--- config.mk ---
export PLATFORM = sky130hd
export DESIGN_NAME = player_ctrl
export DESIGN_NICKNAME = d
export VERILOG_FILES = /design/src/rtl/player_ctrl_pkg.sv /design/src/rtl/player_ctrl_frame_counter.sv /design/src/rtl/player_ctrl.sv
export SDC_FILE = /design/constraint.sdc
export NUM_CORES = 1
export LEC_CHECK = 0
export BUFFER_PORTS_ARGS = -buffer_cell sky130_fd_sc_hd__clkbuf_2
export CAP_MARGIN = 20
export CORE_MARGIN = 5
export CORE_UTILIZATION = 37
export CTS_CLUSTER_DIAMETER = 60
export CTS_CLUSTER_SIZE = 10
export DETAILED_ROUTE_END_ITERATION = 8
export PLACE_DENSITY = 0.62
export SLEW_MARGIN = 20
export SYNTH_ARGS = -nofsm -noshare
export SYNTH_HDL_FRONTEND = slang
export SYNTH_SLANG_ARGS = --single-unit
--- constraint.sdc ---
create_clock -name clk -period 2.2 [get_ports clk]
set_clock_uncertainty 0.15 [all_clocks]
set_input_delay 0.11 -clock clk [delete_from_list [all_inputs] [get_ports clk]]
set_output_delay 0.11 -clock clk [all_outputs]
set_load 0.01 [all_outputs]
--- src/rtl/player_ctrl_pkg.sv ---
// Shared types for the player controller: FSM encoding, shot offset, counter sizing.
// Pure declarations, no logic, no latency, no backpressure.
package player_ctrl_pkg;

    typedef enum logic [1:0] {
        ST_ALIVE     = 2'd0,
        ST_DYING     = 2'd1,
        ST_GAME_OVER = 2'd2
    } state_t;

    localparam int SHOT_X_OFFSET = 0;

    function automatic int cnt_width(input int max_val);
        return (max_val < 1) ? 1 : $clog2(max_val + 1);
    endfunction

endpackage

--- src/rtl/player_ctrl_frame_counter.sv ---
// Loadable down-counter that steps once per dec pulse and saturates at zero.
// Latency 1 (count updates on the next edge); no backpressure, load beats dec.
module frame_counter #(
    parameter int W = 8
) (
    input  logic         clk,
    input  logic         rst,
    input  logic         load,
    input  logic [W-1:0] load_val,
    input  logic         dec,
    output logic [W-1:0] count
);

    always_ff @(posedge clk) begin
        if (rst) begin
            count <= '0;
        end else if (load) begin
            count <= load_val;
        end else if (dec && (count != '0)) begin
            count <= count - W'(1);
        end
    end

endmodule

--- src/rtl/player_ctrl.sv ---
// Player ship: per-frame movement, shot cooldown, and lives/respawn/game-over FSM.
// Latency 1 from frame/hit to outputs; no backpressure, every frame and hit is consumed.
module player_ctrl
    import player_ctrl_pkg::*;
#(
    parameter int COORD_W        = 10,
    parameter int START_X        = 304,
    parameter int START_Y        = 440,
    parameter int MIN_X          = 0,
    parameter int MAX_X          = 608,
    parameter int STEP           = 2,
    parameter int FIRE_COOLDOWN  = 30,
    parameter int RESPAWN_FRAMES = 120,
    parameter int LIVES          = 3
) (
    input  logic                       clk,
    input  logic                       rst,
    input  logic                       frame,
    input  logic                       left,
    input  logic                       right,
    input  logic                       fire,
    input  logic                       hit,
    output logic [COORD_W-1:0]         player_x,
    output logic [COORD_W-1:0]         player_y,
    output logic                       alive,
    output logic                       shot_req,
    output logic [COORD_W-1:0]         shot_x,
    output logic [$clog2(LIVES+1)-1:0] lives_left,
    output logic                       game_over
);

    localparam int LW   = $clog2(LIVES + 1);
    localparam int XW   = COORD_W + 1;
    localparam int CD_W = cnt_width(FIRE_COOLDOWN);
    localparam int RS_W = cnt_width(RESPAWN_FRAMES);

    localparam logic [XW-1:0] MIN_E  = XW'(MIN_X);
    localparam logic [XW-1:0] MAX_E  = XW'(MAX_X);
    localparam logic [XW-1:0] STEP_E = XW'(STEP);

    state_t state, state_nxt;

    logic [COORD_W-1:0] x_q, x_nxt;
    logic [COORD_W-1:0] shot_x_q, shot_x_nxt;
    logic               shot_q, shot_nxt;
    logic [LW-1:0]      lives_q, lives_nxt;

    logic [CD_W-1:0]    cd_cnt, cd_load_val;
    logic               cd_load, cd_dec;
    logic [RS_W-1:0]    rs_cnt;
    logic               rs_load, rs_dec;

    logic               take_hit, alive_frame, dying_frame, respawn_done, fire_ok;
    logic [XW-1:0]      x_ext, x_left, x_right;

    assign take_hit     = (state == ST_ALIVE) && hit;
    assign alive_frame  = (state == ST_ALIVE) && frame && !hit;
    assign dying_frame  = (state == ST_DYING) && frame;
    // <= 1 rather than == 1 so a zero-length respawn cannot strand the FSM in DYING
    assign respawn_done = dying_frame && (rs_cnt <= RS_W'(1));
    assign fire_ok      = alive_frame && fire && (cd_cnt == '0);

    assign x_ext   = {1'b0, x_q};
    assign x_left  = (x_ext < MIN_E + STEP_E) ? MIN_E : x_ext - STEP_E;
    assign x_right = (x_ext + STEP_E > MAX_E) ? MAX_E : x_ext + STEP_E;

    always_ff @(posedge clk) begin
        if (rst) begin
            state <= ST_ALIVE;
        end else begin
            state <= state_nxt;
        end
    end

    always_comb begin
        state_nxt = state;
        unique case (state)
            ST_ALIVE: begin
                if (hit) begin
                    state_nxt = (lives_q == LW'(1)) ? ST_GAME_OVER : ST_DYING;
                end
            end
            ST_DYING: begin
                if (respawn_done) begin
                    state_nxt = ST_ALIVE;
                end
            end
            ST_GAME_OVER: state_nxt = ST_GAME_OVER;
            default:      state_nxt = ST_ALIVE;
        endcase
    end

    always_comb begin
        x_nxt       = x_q;
        shot_nxt    = 1'b0;
        shot_x_nxt  = shot_x_q;
        lives_nxt   = lives_q;
        cd_load     = 1'b0;
        cd_load_val = CD_W'(FIRE_COOLDOWN);
        cd_dec      = 1'b0;
        rs_load     = 1'b0;
        rs_dec      = 1'b0;
        unique case (state)
            ST_ALIVE: begin
                if (hit) begin
                    lives_nxt = lives_q - LW'(1);
                    rs_load   = (lives_q != LW'(1));
                end else if (frame) begin
                    if (left && !right) begin
                        x_nxt = x_left[COORD_W-1:0];
                    end else if (right && !left) begin
                        x_nxt = x_right[COORD_W-1:0];
                    end
                    cd_dec = 1'b1;
                    if (fire_ok) begin
                        shot_nxt   = 1'b1;
                        shot_x_nxt = x_q + COORD_W'(SHOT_X_OFFSET);
                        cd_load    = 1'b1;
                    end
                end
            end
            ST_DYING: begin
                cd_dec = dying_frame;
                rs_dec = dying_frame;
                if (respawn_done) begin
                    x_nxt       = COORD_W'(START_X);
                    cd_load     = 1'b1;
                    cd_load_val = '0;
                end
            end
            default: ;
        endcase
    end

    always_ff @(posedge clk) begin
        if (rst) begin
            x_q      <= COORD_W'(START_X);
            shot_q   <= 1'b0;
            shot_x_q <= '0;
            lives_q  <= LW'(LIVES);
        end else begin
            x_q      <= x_nxt;
            shot_q   <= shot_nxt;
            shot_x_q <= shot_x_nxt;
            lives_q  <= lives_nxt;
        end
    end

    frame_counter #(.W(CD_W)) u_cooldown (
        .clk      (clk),
        .rst      (rst),
        .load     (cd_load),
        .load_val (cd_load_val),
        .dec      (cd_dec),
        .count    (cd_cnt)
    );

    frame_counter #(.W(RS_W)) u_respawn (
        .clk      (clk),
        .rst      (rst),
        .load     (rs_load),
        .load_val (RS_W'(RESPAWN_FRAMES)),
        .dec      (rs_dec),
        .count    (rs_cnt)
    );

    assign player_x   = x_q;
    assign player_y   = COORD_W'(START_Y);
    assign alive      = (state == ST_ALIVE);
    assign game_over  = (state == ST_GAME_OVER);
    assign shot_req   = shot_q;
    assign shot_x     = shot_x_q;
    assign lives_left = lives_q;

endmodule

Yosys cells after proc, flatten, opt, wreduce, memory -nomap -nowiden
Index checks and enable logic that the tools add are counted.
{ "totals": {"ff_bits": 37, "in_bits": 7, "output_inout_bits": 35, "elab_cells": 82} }
{ "op_classes": {"n_addsub": 5, "magnitude_cmp": 3, "n_eq_ne": 9, "n_mux": 29, "bitwise": 2, "reduce_logical": 26} }
{ "op_table": {"columns": ["op", "count"], "rows": [
  ["$mux 10", 7],
  ["$mux 5", 4],
  ["$pmux 10 s2", 1],
  ["$mux 7", 2],
  ["$add 10x2->11 const B", 1],
  ["$gt 11x10->1 const B", 1],
  ["$logic_and 1x1->1", 10],
  ["$lt 10x2->1 const B", 1],
  ["$sub 10x2->10 const B", 1],
  ["$mux 1", 9],
  ["$ne 2x2->1 const B", 4],
  ["$le 7x1->1 const B", 1],
  ["$reduce_bool 7->1", 1],
  ["$sub 7x1->7 const B", 1],
  ["$mux 2", 3],
  ["$pmux 2 s3", 1],
  ["$reduce_bool 2->1", 3],
  ["$logic_not 5->1", 1],
  ["$reduce_and 5->1", 1],
  ["$reduce_bool 5->1", 1],
  ["$sub 5x1->5 const B", 1],
  ["$eq 2x1->1 const B", 2],
  ["$pmux 1 s2", 2],
  ["$reduce_and 2->1", 2],
  ["other kinds (9)", 13]
]} }

Logic depth before layout (Yosys ltp)
{ "depth": {"word_depth": 10, "ltp_mapped": 9, "depth_no_buf": 8} }

By module
Synthesis repeated with hierarchy kept, for this count alone.
{ "hier_totals": {"cells_unflattened": 287, "area_unflattened_um2": 2258.4} }
{ "modules_own_cells": {"columns": ["module", "instances", "cells_each", "area_each_um2", "seq_area_each_um2"], "rows": [
  ["player_ctrl", 1, 206, 1549.0, 460.4],
  ["frame_counter at u_respawn", 1, 46, 387.9, 140.1],
  ["frame_counter at u_cooldown", 1, 35, 321.6, 100.1]
]} }

Worst setup path after synthesis
Ideal clock, no wire load.
{ "synth_timing": {"path_type": "reg-to-reg", "start": "register x_q[1], in the netlist player_x[1]", "end": "register x_q[6], in the netlist player_x[6]", "setup_time_ps": 117, "arrival_ps": 2226, "required_time_ps": 1933, "path_slack_ps": -294, "stages_incl_launch_ff": 10, "path_buffers": 1, "synth_period_minus_slack_ps": 2494, "cell_sequence": "dfxtp_1 -> buf_2 -> inv_1 -> ha_1 -> or4b_1 -> o22ai_2 -> a31oi_1 -> nor2_1 -> o221ai_1 -> a32o_1"} }
{ "synth_via": {"elab_chain_len": 8, "elab_cells_between_ends": 11, "classes_between": "add/sub (2); order compare (2); mux (7)"} }
{ "synth_rtl": {"columns": ["element", "line_no", "text"], "rows": [
  ["start, declared", "player_ctrl.sv:43", "logic [COORD_W-1:0] x_q, x_nxt;"],
  ["start signal, assigned", "player_ctrl.sv:137", "x_q <= COORD_W'(START_X);"],
  ["start signal, assigned", "player_ctrl.sv:142", "x_q <= x_nxt;"],
  ["$add 10x2->11", "player_ctrl.sv:65", "assign x_right = (x_ext + STEP_E > MAX_E) ? MAX_E : x_ext + STEP_E;"],
  ["$gt 11x10->1", "player_ctrl.sv:65", null],
  ["$mux 10", "player_ctrl.sv:65", null],
  ["$mux 10", "player_ctrl.sv:111", "end else if (right && !left) begin"],
  ["$mux 10 (*)", "player_ctrl.sv:109", "if (left && !right) begin"],
  ["$mux 10 (*)", "player_ctrl.sv:108", "end else if (frame) begin"],
  ["$mux 10 (*)", "player_ctrl.sv:105", "if (hit) begin"],
  ["$pmux 10 s2 (*)", "player_ctrl.sv:103", "unique case (state)"]
]} }
Every way passes the cells marked *; elsewhere a longest branch is shown, timed or not. The select of a mux whose other input is x is not followed.
A chain may end at the register's enable or synchronous reset.

Final worst setup path
Same ends and word-level chain as after synthesis.

==> out/summary.txt <==
Vias = 2219
Remaining DRCs = 0
Crit-path max cell delay = 480 ps
Detailed Route Iter0 Violations = 143
Hold Path Origin = hit
Period utilization = 100.8%
Sequential fraction of the synthesis area = 30.94%
CTS clk-pin slew, worst paths = 80 ps
Busiest layer in global routing = met2
Synthesis-stage register bit count = 35
Mapped Area = 2265 um2
First-pass GRT wire length = 10170 um
Worst IR Drop VDD = 0.0003970 V
Post-route ant nets = 0
Synth Instances = 294
RSZ-0062 raised after global routing = yes
CP arrival = 2250 ps
Grt met3 use = 4.283%
Die Y = 88.24 um
Fin nets = 357
Initial Util = 38.25%
Reg2reg start = player_x[1]
Number of port buffers = 29
Vias per cell = 5.309
Die Area = 7785 um2
Initial antenna violation count = 0
Worst Path Max Fanout = 4
Dominant cells by area after synthesis = dfxtp_1 (31%), nand2_1 (7.3%), a21oi_1 (4.9%), buf_4 (4.3%), ha_1 (3.9%)
Count of final setup violators = 1
Worst Setup Slack, final = -18.03 ps
Final count of pins violating max slew = 0
EDFF count, synth = 0
CP startpoint = player_x[1]
Htree depth = 2
Startpoint types = flip-flop
Avg Inst Size Synth = 7.703 um2
TritonCTS buffer count = 5
Peak Freq = 0.4509 GHz
GRT Util Overall = 16.56%
Max Cap Viol = 0
Critical Setup Path Class = flip-flop to flip-flop
Final Critical Period = 2218 ps
WL final = 6101 um
P per Cell Area = 681.4 nW/um2
FFs w/ async S/R, synth = 0%
Critical-path top delay cell = or4b_4
CTS root buffer = clkbuf_8
HP Class = input port to flip-flop
Final setup TNS = -18.03 ps
Met2 Track Usage GR = 26.92%
Crit path required time = 2240 ps
Routability cong. = 0.9020
Yosys top cell by area = dfxtp_1
GRT met1 Usage = 20.96%
Primary FF master, synth = dfxtp_1
Avg WL per Cell = 14.60 um
Core area = 5921 um2
CP endpoint kind = flip-flop
Ports = 42
Ys Warns = 0
Failing checks = negative setup slack
Clock Tree Buf Depth = 2
Largest net degree at the start of global routing = 25
Status = finished with violations
Area grow syn2layout = 22.10%
Final core utilization = 46.70%
Clock sinks = 35
Final hold vios = 0
DP Wirelength = 4507 um
Vias in the first global route = 2174
ANT cells = 0
1st-pass router iterations = 5
Netlist cell types = 57
Share of the synthesized area in the top cell type = 30.94%
Total power = 0.001884 W
GRT overflow = 0
Leak = 1.118 nW
Later-pin clock latency in the skew report = 290 ps
CTS tree = yes
Layout cells sized above 1 = 27.99%
# rows = 28
CP Cell Sequence = inv_2 > ha_4 > or4b_4 > o22ai_2 > a31oi_2 > nor2_2 > o221ai_1 > a32o_1
Die width = 88.24 um
[placed cells by master, fill, tap and decap left out, types with 3 or more instances in the layout]
cell type,instances
clkbuf_8,6
dfxtp_1,32
nor2_1,15
nor3_2,4
a21oi_1,22
a31oi_1,5
nand3_1,14
nor4b_2,3
nand4_1,5
nor2_2,4
o211ai_1,4
xor2_1,5
nor3_1,12
o221ai_1,3
nor2b_1,5
nor4_1,5
o21ai_0,5
xnor2_1,8
buf_4,30
nand2_1,44
nand2b_1,4
clkbuf_2,29
conb_1,12
inv_1,9
ha_1,5
o21ai_1,4
[registers in the layout (all words and copies together), names as in the netlist]
signal            cells
u_cooldown.count      5
player_x              9
lives_left            2
shot_req              1
u_respawn.count       7
state                 2
shot_x                9
[metal layers]
layer	up-vias	routed length, um
met2	71	2842
li1	1112	-
met3	11	399
met4	0	123
met5	-	0
met1	1025	2737
[timing repair]
action	4_1_cts	5_1_grt
pin swaps	7	2
hold buffers	2	0
endpoints found under the setup margin	4	7
hold endpoints to repair	3	0
resized for setup	4	7
setup buffers	0	0
[power by group]
part	internal, W	total (W)	switching, W
clock	0.000246	0.000485	0.000239
sequential	0.000714	0.000797	0.0000829
combinational	0.000283	0.000602	0.000320
[final cells by class]
type	instances	area [um2]
clock inverters	1	5.005
multi-input cells	228	1436
fillers	597	3156
flip-flops and latches	35	709.4
well taps	75	93.84
clock buffers	6	82.58
inverters	12	47.55
repair buffers	61	390.4
[kinds of logic after synthesis]
family                     synth area share (%)
DFF                                       30.94
muxes                                     1.878
adders and majority gates                 3.867
AOI/OAI and AO/OA                         18.29
buffers and inverters                     9.336
and+or+nand+nor                           30.33
xor gates and xnor gates                  5.028
other                                    0.3316
[critical path: cells and delay by family, from the launching register on]
family,cells,cell delay (ps)
simple gates,2,630
flops,1,370
fa+ha+maj,1,230
buf+inv,1,50
compound gates,4,680
[path summary, 6_finish.rpt]
check / cells past startpoint / slack [ps] / end
min: 3 / 30 / lives_left[1]
max: 8 / -20 / player_x[6]
max reg2reg: 8 / -20 / player_x[6]
min reg2reg: 2 / 300 / shot_x[7]
[cells in the mapped netlist, types with 2 or more instances]
master and number:
buf_4 13, nor2_1 18, nand4b_1 2, inv_1 11, buf_2 7, ha_1 7
o221ai_1 3, nand4_1 5, nor3_2 2, xnor2_1 8, conb_1 2, nor3_1 14
nand2_1 44, nand2b_1 4, and4_1 2, nand3_1 14, o21bai_1 2, nor4b_2 3
a22oi_1 2, and3_1 2, nor2b_1 5, a31oi_1 6, nor4_1 5, mux2_2 2
mux2i_1 2, o211ai_1 4, o21ai_1 4, o21ai_0 5, dfxtp_1 35, a21oi_1 22
clkbuf_1 8, a21boi_0 2, xor2_1 5
[metrics by stage]
stage | std cells | worst slack [ps] | hold WS (ps) | instance area, um2
global placement | 409 | -40.05 | 232.2 | 2620
detailed placement | 409 | -85.06 | 236.4 | 2620
finish | 418 | -18.03 | 25.43 | 2765
CTS | 418 | -18.99 | 7.887 | 2740
global route | 418 | -125.6 | 26.58 | 2765
floorplan | 304 | -112.0 | 91.84 | 2332
Power figures use the tool's default switching activity.
